===== src/rtl/acc_pkg.sv =====
// Shared definitions for the product accumulator: FSM encoding and default widths.
package acc_pkg;

    typedef enum logic [1:0] {
        IDLE  = 2'd0,
        ACCUM = 2'd1,
        HOLD  = 2'd2
    } state_t;

    localparam int ACC_W_DEF = 8;
    localparam int LEN_W_DEF = 4;
    // Width of the product arriving from the upstream 2x2 multiplier.
    localparam int P_W       = 4;

endpackage


===== src/rtl/acc_adder.sv =====
// Accumulator adder: adds a zero-extended product to the running total and
// reports the carry out of the top bit so the caller can flag overflow.
module acc_adder
    import acc_pkg::*;
#(
    parameter int ACC_W = ACC_W_DEF
) (
    input  logic [ACC_W-1:0] a,
    input  logic [P_W-1:0]   p,
    output logic [ACC_W-1:0] s,
    output logic             carry
);

    logic [ACC_W:0] wide;

    // One extra bit holds the carry; the low ACC_W bits wrap naturally.
    always_comb begin
        wide = {1'b0, a} + {{(ACC_W + 1 - P_W){1'b0}}, p};
    end

    assign s     = wide[ACC_W-1:0];
    assign carry = wide[ACC_W];

endmodule


===== src/rtl/product_accumulator.sv =====
// Product accumulator: sums a run of len products with valid/ready handshakes,
// then holds the total (and a sticky overflow flag) until the consumer takes it.
module product_accumulator
    import acc_pkg::*;
#(
    parameter int ACC_W = ACC_W_DEF,
    parameter int LEN_W = LEN_W_DEF
) (
    input  logic             clk,
    input  logic             rst,
    input  logic             start,
    input  logic [LEN_W-1:0] len,
    input  logic             in_valid,
    input  logic [P_W-1:0]   P,
    output logic             in_ready,
    output logic             out_valid,
    input  logic             out_ready,
    output logic [ACC_W-1:0] sum,
    output logic             ovf,
    output logic             busy
);

    state_t           state;
    state_t           state_nxt;
    logic [LEN_W-1:0] remaining;
    logic [ACC_W-1:0] acc;
    logic [ACC_W-1:0] acc_add;
    logic             carry;
    logic             ovf_r;
    logic             accept;
    logic             last_accept;

    acc_adder #(
        .ACC_W (ACC_W)
    ) u_adder (
        .a     (acc),
        .p     (P),
        .s     (acc_add),
        .carry (carry)
    );

    // Handshake qualifiers; ACCUM always has remaining >= 1, so ==1 marks the final product.
    always_comb begin
        accept      = in_valid && (state == ACCUM);
        last_accept = accept && (remaining == LEN_W'(1));
    end

    // State register; reset abandons any run in progress.
    always_ff @(posedge clk or posedge rst) begin
        if (rst) begin
            state <= IDLE;
        end else begin
            state <= state_nxt;
        end
    end

    // Next-state logic; start is only honoured in IDLE, so a start during the
    // HOLD-to-IDLE handoff is dropped.
    always_comb begin
        state_nxt = state;
        case (state)
            IDLE: begin
                if (start) begin
                    state_nxt = (len == '0) ? HOLD : ACCUM;
                end
            end
            ACCUM: begin
                if (last_accept) begin
                    state_nxt = HOLD;
                end
            end
            HOLD: begin
                if (out_ready) begin
                    state_nxt = IDLE;
                end
            end
            default: state_nxt = IDLE;
        endcase
    end

    // Run datapath: load on start, accumulate on each accept, hold otherwise.
    always_ff @(posedge clk or posedge rst) begin
        if (rst) begin
            remaining <= '0;
            acc       <= '0;
            ovf_r     <= 1'b0;
        end else if (state == IDLE && start) begin
            remaining <= len;
            acc       <= '0;
            ovf_r     <= 1'b0;
        end else if (accept) begin
            remaining <= remaining - LEN_W'(1);
            acc       <= acc_add;
            ovf_r     <= ovf_r | carry;
        end
    end

    // Outputs decode state only and read the registers directly, so nothing
    // combinational runs from P or in_valid to the outputs.
    always_comb begin
        in_ready  = (state == ACCUM);
        out_valid = (state == HOLD);
        busy      = (state != IDLE);
        sum       = acc;
        ovf       = ovf_r;
    end

endmodule


===== config.mk =====
export PLATFORM = sky130hd
export DESIGN_NAME = product_accumulator
export DESIGN_NICKNAME = d
export VERILOG_FILES = /design/src/rtl/acc_pkg.sv /design/src/rtl/acc_adder.sv /design/src/rtl/product_accumulator.sv
export SDC_FILE = /design/constraint.sdc
export NUM_CORES = 1
export LEC_CHECK = 0
export ABC_AREA = 0
export CAP_MARGIN = 5
export CORE_UTILIZATION = 35
export DETAILED_ROUTE_END_ITERATION = 6
export DONT_BUFFER_PORTS = 1
export REMOVE_ABC_BUFFERS = 1
export SLEW_MARGIN = 40
export SYNTH_ARGS = -nofsm -noshare
export SYNTH_HDL_FRONTEND = slang
export SYNTH_SLANG_ARGS = --single-unit

===== constraint.sdc =====
create_clock -name clk -period 1.65 [get_ports clk]
set_input_delay 0 -clock clk [delete_from_list [all_inputs] [get_ports clk]]
set_output_delay 0 -clock clk [all_outputs]
set_load 0.02 [all_outputs]

=== Word level (Yosys, flattened, before mapping) ===
Cells that the tools add are included.

* Memory bits (writable): 0
* Bits in latches: 0
* Memories kept: 0
* ROM bits: 0
* Flip-flop bits (word level): 15
* Word-level logic and storage cells: 32
* Output and inout bits: 12

* $add $sub $neg: 2
* Bitwise gates (word level): 1
* Reduce and logical (&&, ||, !) cells: 8
* Equality and inequality tests: 6
* Order comparisons: 0
* Mux-type cells: 11
* Shift operators: 0
* Multipliers: 0
* Divide/modulo/power cells: 0

{| class="wikitable"
|+ Operator list
! cell !! count
|-
| two-way mux 8 bit || 2
|-
| adder 8 x 4 -> 9 bit || 1
|-
| two-way mux 2 bit || 4
|-
| two-way mux 4 bit || 2
|-
| one-hot mux 2 bit (3 select lines) || 1
|-
| == test 4 x 1 -> 1 bit (second input constant) || 1
|-
| zero test 4 bit || 1
|-
| != test 2 x 1 -> 1 bit (second input constant) || 2
|-
| nonzero test 2 bit || 2
|-
| subtractor 4 x 1 -> 4 bit (second input constant) || 1
|-
| logical AND 1 bit || 3
|-
| AND reduction 3 bit || 1
|-
| == test 2 x 1 -> 1 bit (second input constant) || 1
|-
| == test 2 bit (second input constant) || 1
|-
| zero test 2 bit || 1
|-
| two-way mux 1 bit || 2
|-
| != test 2 bit (second input constant) || 1
|-
| bitwise OR 1 bit || 1
|}

=== Depth between registers and ports, before layout ===
Gate-level depths: netlist of the first run.

* Depth in word-level cells: 5
* Gate-level depth with buffers: 7

=== Cells and area by module ===
A second synthesis of the first run with hierarchy kept.

* Cells, all modules: 91
* Area, all modules: 973.4 sq um

{| class="wikitable"
|+ Modules (own cells, without submodules)
! module !! area an instance (sq um) !! cells an instance !! sequential area each (sq um) !! times used
|-
| product_accumulator || 716.9 || 58 || 375.4 || 1
|-
| acc_adder || 256.5 || 33 || 0.0 || 1
|}

=== Worst setup path after synthesis of the first run ===
Ideal clock, no wire load.

* Path type: register to register
* From: register acc[0], in the netlist sum[0]
* To: register acc[6], in the netlist sum[6]
* Slack: -0.092 ns
* Setup time: 0.134 ns
* Arrival time: 1.608 ns
* Buffers on the path: 0
* Cell stages (with the launch flop): 8
* Cells stage by stage: dfrtp_1 -> ha_1 -> inv_1 -> fa_1 -> nor2b_1 -> o21a_1 -> o2111ai_1 -> mux2i_1

* Word-level cells in the longest chain between the ends: 3

{| class="wikitable"
|+ Ends and longest elaborated chain
! what !! line !! RTL
|-
| start, declared || product_accumulator.sv:26 || <nowiki>logic [ACC_W-1:0] acc;</nowiki>
|-
| start signal, assigned || product_accumulator.sv:85 || <nowiki>acc <= '0;</nowiki>
|-
| start signal, assigned || product_accumulator.sv:89 || <nowiki>acc <= '0;</nowiki>
|-
| start signal, assigned || product_accumulator.sv:93 || <nowiki>acc <= acc_add;</nowiki>
|-
| adder 8 x 4 -> 9 bit || acc_adder.sv:18 || <nowiki>wide = {1'b0, a} + {{(ACC_W + 1 - P_W){1'b0}}, p};</nowiki>
|-
| two-way mux 8 bit || product_accumulator.sv:91 || <nowiki>end else if (accept) begin</nowiki>
|-
| two-way mux 8 bit || product_accumulator.sv:87 || <nowiki>end else if (state == IDLE && start) begin</nowiki>
|}

Every way passes these cells. The select of a mux whose other input is x is not followed.
A chain may end at the register's enable or synchronous reset.

=== Worst setup path in the final report of the first run ===
Ends and elaborated chain as after synthesis.

==> metrics.md, run 1 <==
| Metric | Value |
|---|---|
| Hold_ws | `31.9 ps` |
| Die area | `0.00282 mm2` |
| Layout Nets | `132` |
| Synthesized netlist cell count | `93` |
| Largest net degree at the start of global routing | `16` |
| First-pass GRT wire length | `3.35 mm` |
| GPL Wtd Cong | `0.765` |
| Final Slew Violations | `0` |
| Crit path DAT | `1770 ps` |
| Final global-route overflow total | `0` |
| Fillers | `265` |
| Fin Setup TNS | `0 ps` |
| Via Count | `767` |
| Post-synth ARST share | `100%` |
| CP max stage cell | `dfrtp_1` |
| CTS tree | `built` |
| Share of cells above drive strength 1 | `20.7%` |
| Maximum clock insertion buffer count | `2` |
| Area grow syn2layout | `21.6%` |
| Worst reg2reg path endpoint | `sum[6]` |
| Setup crit start | `sum[0]` |
| Clock sinks | `15` |
| Class of the worst hold path | `in2reg` |
| Sequential area share after synthesis | `41.1%` |
| Site Rows | `18` |
| Drt initial violations | `12` |
| Die height | `53.1 um` |
| FF-to-FF Start | `sum[0]` |
| CTS HTree Levels | `1` |
| Antenna viol nets, final | `0` |
| Total track usage | `17.2%` |
| Clk_lat worst skew | `290 ps` |
| Drt drc | `0` |
| FF-to-FF setup slack | `50 ps` |
| Required time of the critical path | `1820 ps` |
| Root Buffer | `clkbuf_4` |
| Max_cap viols | `0` |
| Kind of critical path | `reg2reg` |
| Worst slew pin tran | `609 ps` |
| Most common cell after layout, fill and taps aside | `dfrtp_1` |
| Fmax | `624 MHz` |
| Crit start category | `flop` |
| CP top delay family | `adder cells` |
| Die Width | `53.1 um` |
| Mean Syn Cell Area | `9.82 um2` |
| #FFs+latches synth | `15` |
| Detailed Route WL | `2.12 mm` |
| First-pass DRT Iterations | `4` |
| Max FO, Critical Path | `3` |
| Min Tclk post-route | `1600 ps` |
| Initial antenna violation count | `0` |
| Ant diodes | `0` |
| Vias in the first global route | `747` |
| Max VDD drop | `0.000811 V` |
| Starting Density | `36.9%` |
| Dpl hpwl | `1.59 mm` |
| Instance count on the critical path | `7` |
| CP Buf/Inv Count | `1` |
| IO buf count | `0` |
| PD cells | `1530 mW/mm2` |
| Status | `completed` |
| Slowest stage delay, CP | `360 ps` |
| Ports | `25` |
| DR vias/cell | `5.44` |
| Post-synth EDFFs | `0` |
| Total Power | `1710 uW` |
| Worst Skew | `3.74 ps` |
| Most frequent cells in the layout | `15 x dfrtp_1, 11 x nand2_1, 9 x buf_4, 8 x inv_1, 8 x dlygate4sd3_1` |
| Leak | `0.000526 uW` |
| Period utilisation layout | `97.1%` |
| Synthesized area | `913 um2` |
| Netlist cell types | `35` |
| CP Capture Point | `sum[6]` |
| Max_slew headroom | `59.3%` |
| Hold Fails Final Rpt | `0` |
| Ys Warns | `0` |
| Clk slew on worst S/H paths | `100 ps` |
| Endpoints failing setup | `0` |
| Clock buffer count from CTS | `3` |
| Most used DFF post-synth | `dfrtp_1` |
| Crit path capture type | `flop` |
| Average wire per standard cell | `15.0 um` |
| RSZ-0062 raised after global routing | `yes` |
| Crit path cell chain | `ha_2 > inv_2 > fa_2 > nor2b_1 > o21a_1 > o2111ai_2 > mux2i_1` |
| R2R depth | `7` |
| Core area | `0.00248 mm2` |
==> cells in the mapped netlist (2+ instances only) <==
cell type  number  area, um2
a211oi_1        2       15.0
o21ai_0         7       35.0
a21oi_1         3       15.0
nand3_1         2       10.0
inv_1           9       33.8
nor2_1          4       15.0
o22ai_1         3       18.8
dfrtp_1        15        375
buf_6           2       22.5
mux2i_1         4       40.0
o211ai_1        2       15.0
nand2_1        11       41.3
nor3b_1         2       15.0
ha_1            6       75.1
==> worst min-delay path by stage <==
stage                        start       end  cells past startpoint
final                     in_valid  state[0]                      2
after global routing      in_valid  state[0]                      2
after CTS                 in_valid  state[0]                      2
after detailed placement       rst  state[1]                      1
after global placement         rst  state[1]                      1
after floorplan                rst       ovf                      1
==> layer usage <==
layer / global-route usage (%) / part of all wire, % / up-vias
met3: 5.75 / 6.7 / 6
met4: 8.77 / 2.4 / 0
met5: 0 / 0 / -
met2: 28.5 / 48 / 31
met1: 19.4 / 43 / 359
li1: - / - / 371
==> cell type report <==
type	instances	area [um2]	area share [%]
Clock buffer	3	22.5	2.03
Clock inverter	1	5.00	0.450
Inverter	9	33.8	3.04
Multi-Input combinational cell	66	489	44.0
Sequential cell	15	375	33.8
Tap cell	30	37.5	3.38
Timing Repair Buffer	17	148	13.3
==> worst register-to-register path: stages, from the launching register on <==
cell       delay, ps
dfrtp_1          360
ha_2             190
inv_2             40
fa_2             340
nor2b_1          110
o21a_1           170
o2111ai_2        120
mux2i_1          150
==> metrics by stage <==
stage | utilization (%) | instance area (um2) | worst slack [ps] | std cells
after floorplan | - | 887 | -92.4 | 90
after global placement | 39.7 | 985 | 35.0 | 128
after detailed placement | 39.7 | 985 | -12.4 | 128
after CTS | 44.2 | 1090 | 13.3 | 140
after global routing | 44.8 | 1110 | -43.8 | 141
final | 44.8 | 1110 | 47.7 | 141
==> logic make-up after synthesis <==
| kind of cell | Yosys count | synth area share, % |
|---|---|---|
| buffers and inverters | 12 | 6.57 |
| AO/OA/AOI/OAI | 26 | 19.2 |
| multiplexers | 4 | 4.38 |
| flip-flops | 15 | 41.1 |
| adder cells (fa/ha/maj) | 7 | 10.4 |
| AND/OR/NAND/NOR | 28 | 17.4 |
| XOR/XNOR | 1 | 0.959 |
==> state kept, by name (all words and copies together), names as in the netlist <==
register,cells
remaining,4
sum,8
ovf,1
state,2
==> where the power goes <==
| group | total (uW) | internal [uW] | switching (uW) | leakage [uW] |
|---|---|---|---|---|
| registers | 589 | 484 | 105 | 0.000195 |
| clock network | 218 | 90.1 | 128 | 0.0000177 |
| logic | 898 | 386 | 513 | 0.000313 |
| total | 1710 | 959 | 746 | 0.000526 |
==> what timing repair did <==
item                                    in CTS  in global routing
hold buffers                                 8                  0
resized for setup                            1                  4
pin swaps                                    0                  2
buffers inserted                             0                  1
gates cloned                                 0                  0
endpoints found under the hold margin       22                  0
endpoints found under the setup margin       2                  4
(Power assumes the default switching activity.)
==> run 2: changes to the inputs <==
--- a/config.mk
+++ b/config.mk
@@ -6,10 +6,11 @@
 export NUM_CORES = 1
 export LEC_CHECK = 0
 export ABC_AREA = 0
-export CAP_MARGIN = 5
-export CORE_UTILIZATION = 35
+export CAP_MARGIN = 0
+export CORE_UTILIZATION = 50
 export DETAILED_ROUTE_END_ITERATION = 6
 export DONT_BUFFER_PORTS = 1
+export PLACE_DENSITY = 0.68
 export REMOVE_ABC_BUFFERS = 1
 export SLEW_MARGIN = 40
 export SYNTH_ARGS = -nofsm -noshare
==> run 2 against run 1 <==
Against the previous run:
- register-to-register slack about the same
- clock power fell by 4%
- non-clock buffer count increased by 1
- count of clock-buffer cells in the layout is 1 higher
- combinational power barely moved
- core utilization increased by 19 points
- fmax rose by 0.31%
- via count is 2.5% higher
- worst hold slack improved by 15 ps
- final area is the same
- sequential power is 1% lower
- critical endpoint unchanged
- largest power group unchanged
==> metrics.md, run 2 (synthesis gave the netlist of run 1 again) <==
| Metric | Value |
|---|---|
| Status | `completed` |
| CTS HTree Levels | `1` |
| First-pass DRT Iterations | `4` |
| Clk slew on worst S/H paths | `90 ps` |
| Starting Density | `52.9%` |
| Average wire per standard cell | `14.5 um` |
| Site Rows | `15` |
| Hold Fails Final Rpt | `0` |
| FF/Latch Area | `375 um2` |
| Vias in the first global route | `759` |
| Total track usage | `21.6%` |
| Max_cap viols | `0` |
| Setup slack after layout | `52.7 ps` |
| Fillers | `154` |
| Antenna viol nets, final | `0` |
| Clock buffer count from CTS | `3` |
| Dpl hpwl | `1.41 mm` |
| Most frequent cells in the layout | `15 x dfrtp_1, 11 x nand2_1, 10 x buf_4, 8 x inv_1, 8 x dlygate4sd3_1` |
| Die area | `0.00200 mm2` |
| Clock sinks | `15` |
| First-pass GRT wire length | `3.10 mm` |
| Ports | `25` |
| IO buf count | `0` |
| Min Tclk post-route | `1600 ps` |
| Crit path DAT | `1760 ps` |
| Total Power | `1690 uW` |
| Root Buffer | `clkbuf_4` |
| Detailed Route WL | `1.99 mm` |
| Worst slew pin tran | `581 ps` |
| Maximum clock insertion buffer count | `2` |
| Slowest stage delay, CP | `360 ps` |
| Setup crit start | `sum[0]` |
| Final Slew Violations | `0` |
| Fmax | `626 MHz` |
| Initial antenna violation count | `0` |
| CP Buf/Inv Count | `1` |
| PD cells | `1520 mW/mm2` |
| Share of cells above drive strength 1 | `20.5%` |
| Area of the multi-input gates | `489 um2` |
| Core area | `0.00173 mm2` |
| Clk_lat worst skew | `280 ps` |
| Most common cell after layout, fill and taps aside | `dfrtp_1` |
| Max_slew headroom | `61.2%` |
| Max FFs per register | `8` |
| Fin Setup TNS | `0 ps` |
| CP top delay family | `adder cells` |
| Drt drc | `0` |
| Hold_ws | `47.3 ps` |
| RSZ-0062 raised after global routing | `yes` |
| Max FO, Critical Path | `3` |
| Final global-route overflow total | `0` |
| Period utilisation layout | `96.8%` |
| Leak | `0.000528 uW` |
| Drt initial violations | `18` |
| Die height | `44.7 um` |
| Crit start category | `flop` |
| Layout Nets | `133` |
| Crit path cell chain | `ha_2 > inv_2 > fa_2 > nor2b_1 > o21a_1 > o2111ai_2 > mux2i_1` |
| Die Width | `44.7 um` |
| DR vias/cell | `5.74` |
| Largest net degree at the start of global routing | `16` |
| Class of the worst hold path | `in2reg` |
| Required time of the critical path | `1810 ps` |
| Endpoints failing setup | `0` |
| Worst Skew | `3.10 ps` |
| CP max stage cell | `dfrtp_1` |
| CTS tree | `built` |
| Max VDD drop | `0.000974 V` |
| Pre-CTS setup slack | `20.2 ps` |
| Kind of critical path | `reg2reg` |
| Via Count | `786` |
| Ant diodes | `0` |
| Crit path capture type | `flop` |
| GPL Wtd Cong | `0.848` |
| FF-to-FF Start | `sum[0]` |
| Area grow syn2layout | `21.6%` |
| Worst Hold Launch | `in_valid` |
run 2: worst paths after layout:
| kind | endpoint | slack [ps] | cells past startpoint |
|---|---|---|---|
| max | sum[6] | 50 | 7 |
| min | state[0] | 50 | 2 |
| max reg2reg | sum[6] | 50 | 7 |
| min reg2reg | remaining[3] | 510 | 1 |
| max in group asynchronous | sum[3] | 1060 | 2 |
| min in group asynchronous | sum[6] | 210 | 2 |
run 2: layer usage:
| layer | global-route usage [%] | share of wire (%) | routed length, um | vias to the layer above |
|---|---|---|---|---|
| met5 | 0 | 0 | 0 | - |
| met4 | 10.9 | 1.4 | 27 | 0 |
| met3 | 4.80 | 3.4 | 67 | 4 |
| met2 | 36.2 | 50 | 983 | 23 |
| met1 | 26.2 | 46 | 907 | 382 |
| li1 | - | - | - | 377 |
run 2: through the flow:
step / util [%] / cell area (um2) / std cells
after floorplan: - / 887 / 90
after global placement: 57.1 / 986 / 124
after detailed placement: 57.1 / 986 / 124
after CTS: 63.3 / 1090 / 136
after global routing: 64.3 / 1110 / 137
final: 64.3 / 1110 / 137
run 2: report_power, final:
part	internal, uW	switching (uW)
Sequential	484	98.7
Clock	93.9	116
Combinational	379	517
run 2: area by class of cell:
cell class	count	share of cell area [%]
tap	25	2.82
timing repair buffer	18	14.0
sequential	15	33.8
clock buffer	4	2.36
inverter	9	3.04
multi-input combinational	66	44.0
run 2: timing repair:
action,4_1_cts,5_1_grt
gates resized for setup,0,5
endpoints found under the setup margin,0,3
setup buffers,0,1
hold endpoints to repair,22,0
hold buffers,8,0
run 2: worst register-to-register path, delay by kind of cell, from the launching register on:
| kind | cells | cell delay [ps] |
|---|---|---|
| adder cells (fa/ha/maj) | 2 | 530 |
| flip-flops | 1 | 360 |
| AO/OA/AOI/OAI | 2 | 290 |
| multiplexers | 1 | 140 |
| AND/OR/NAND/NOR | 1 | 130 |
| buffers and inverters | 1 | 40 |
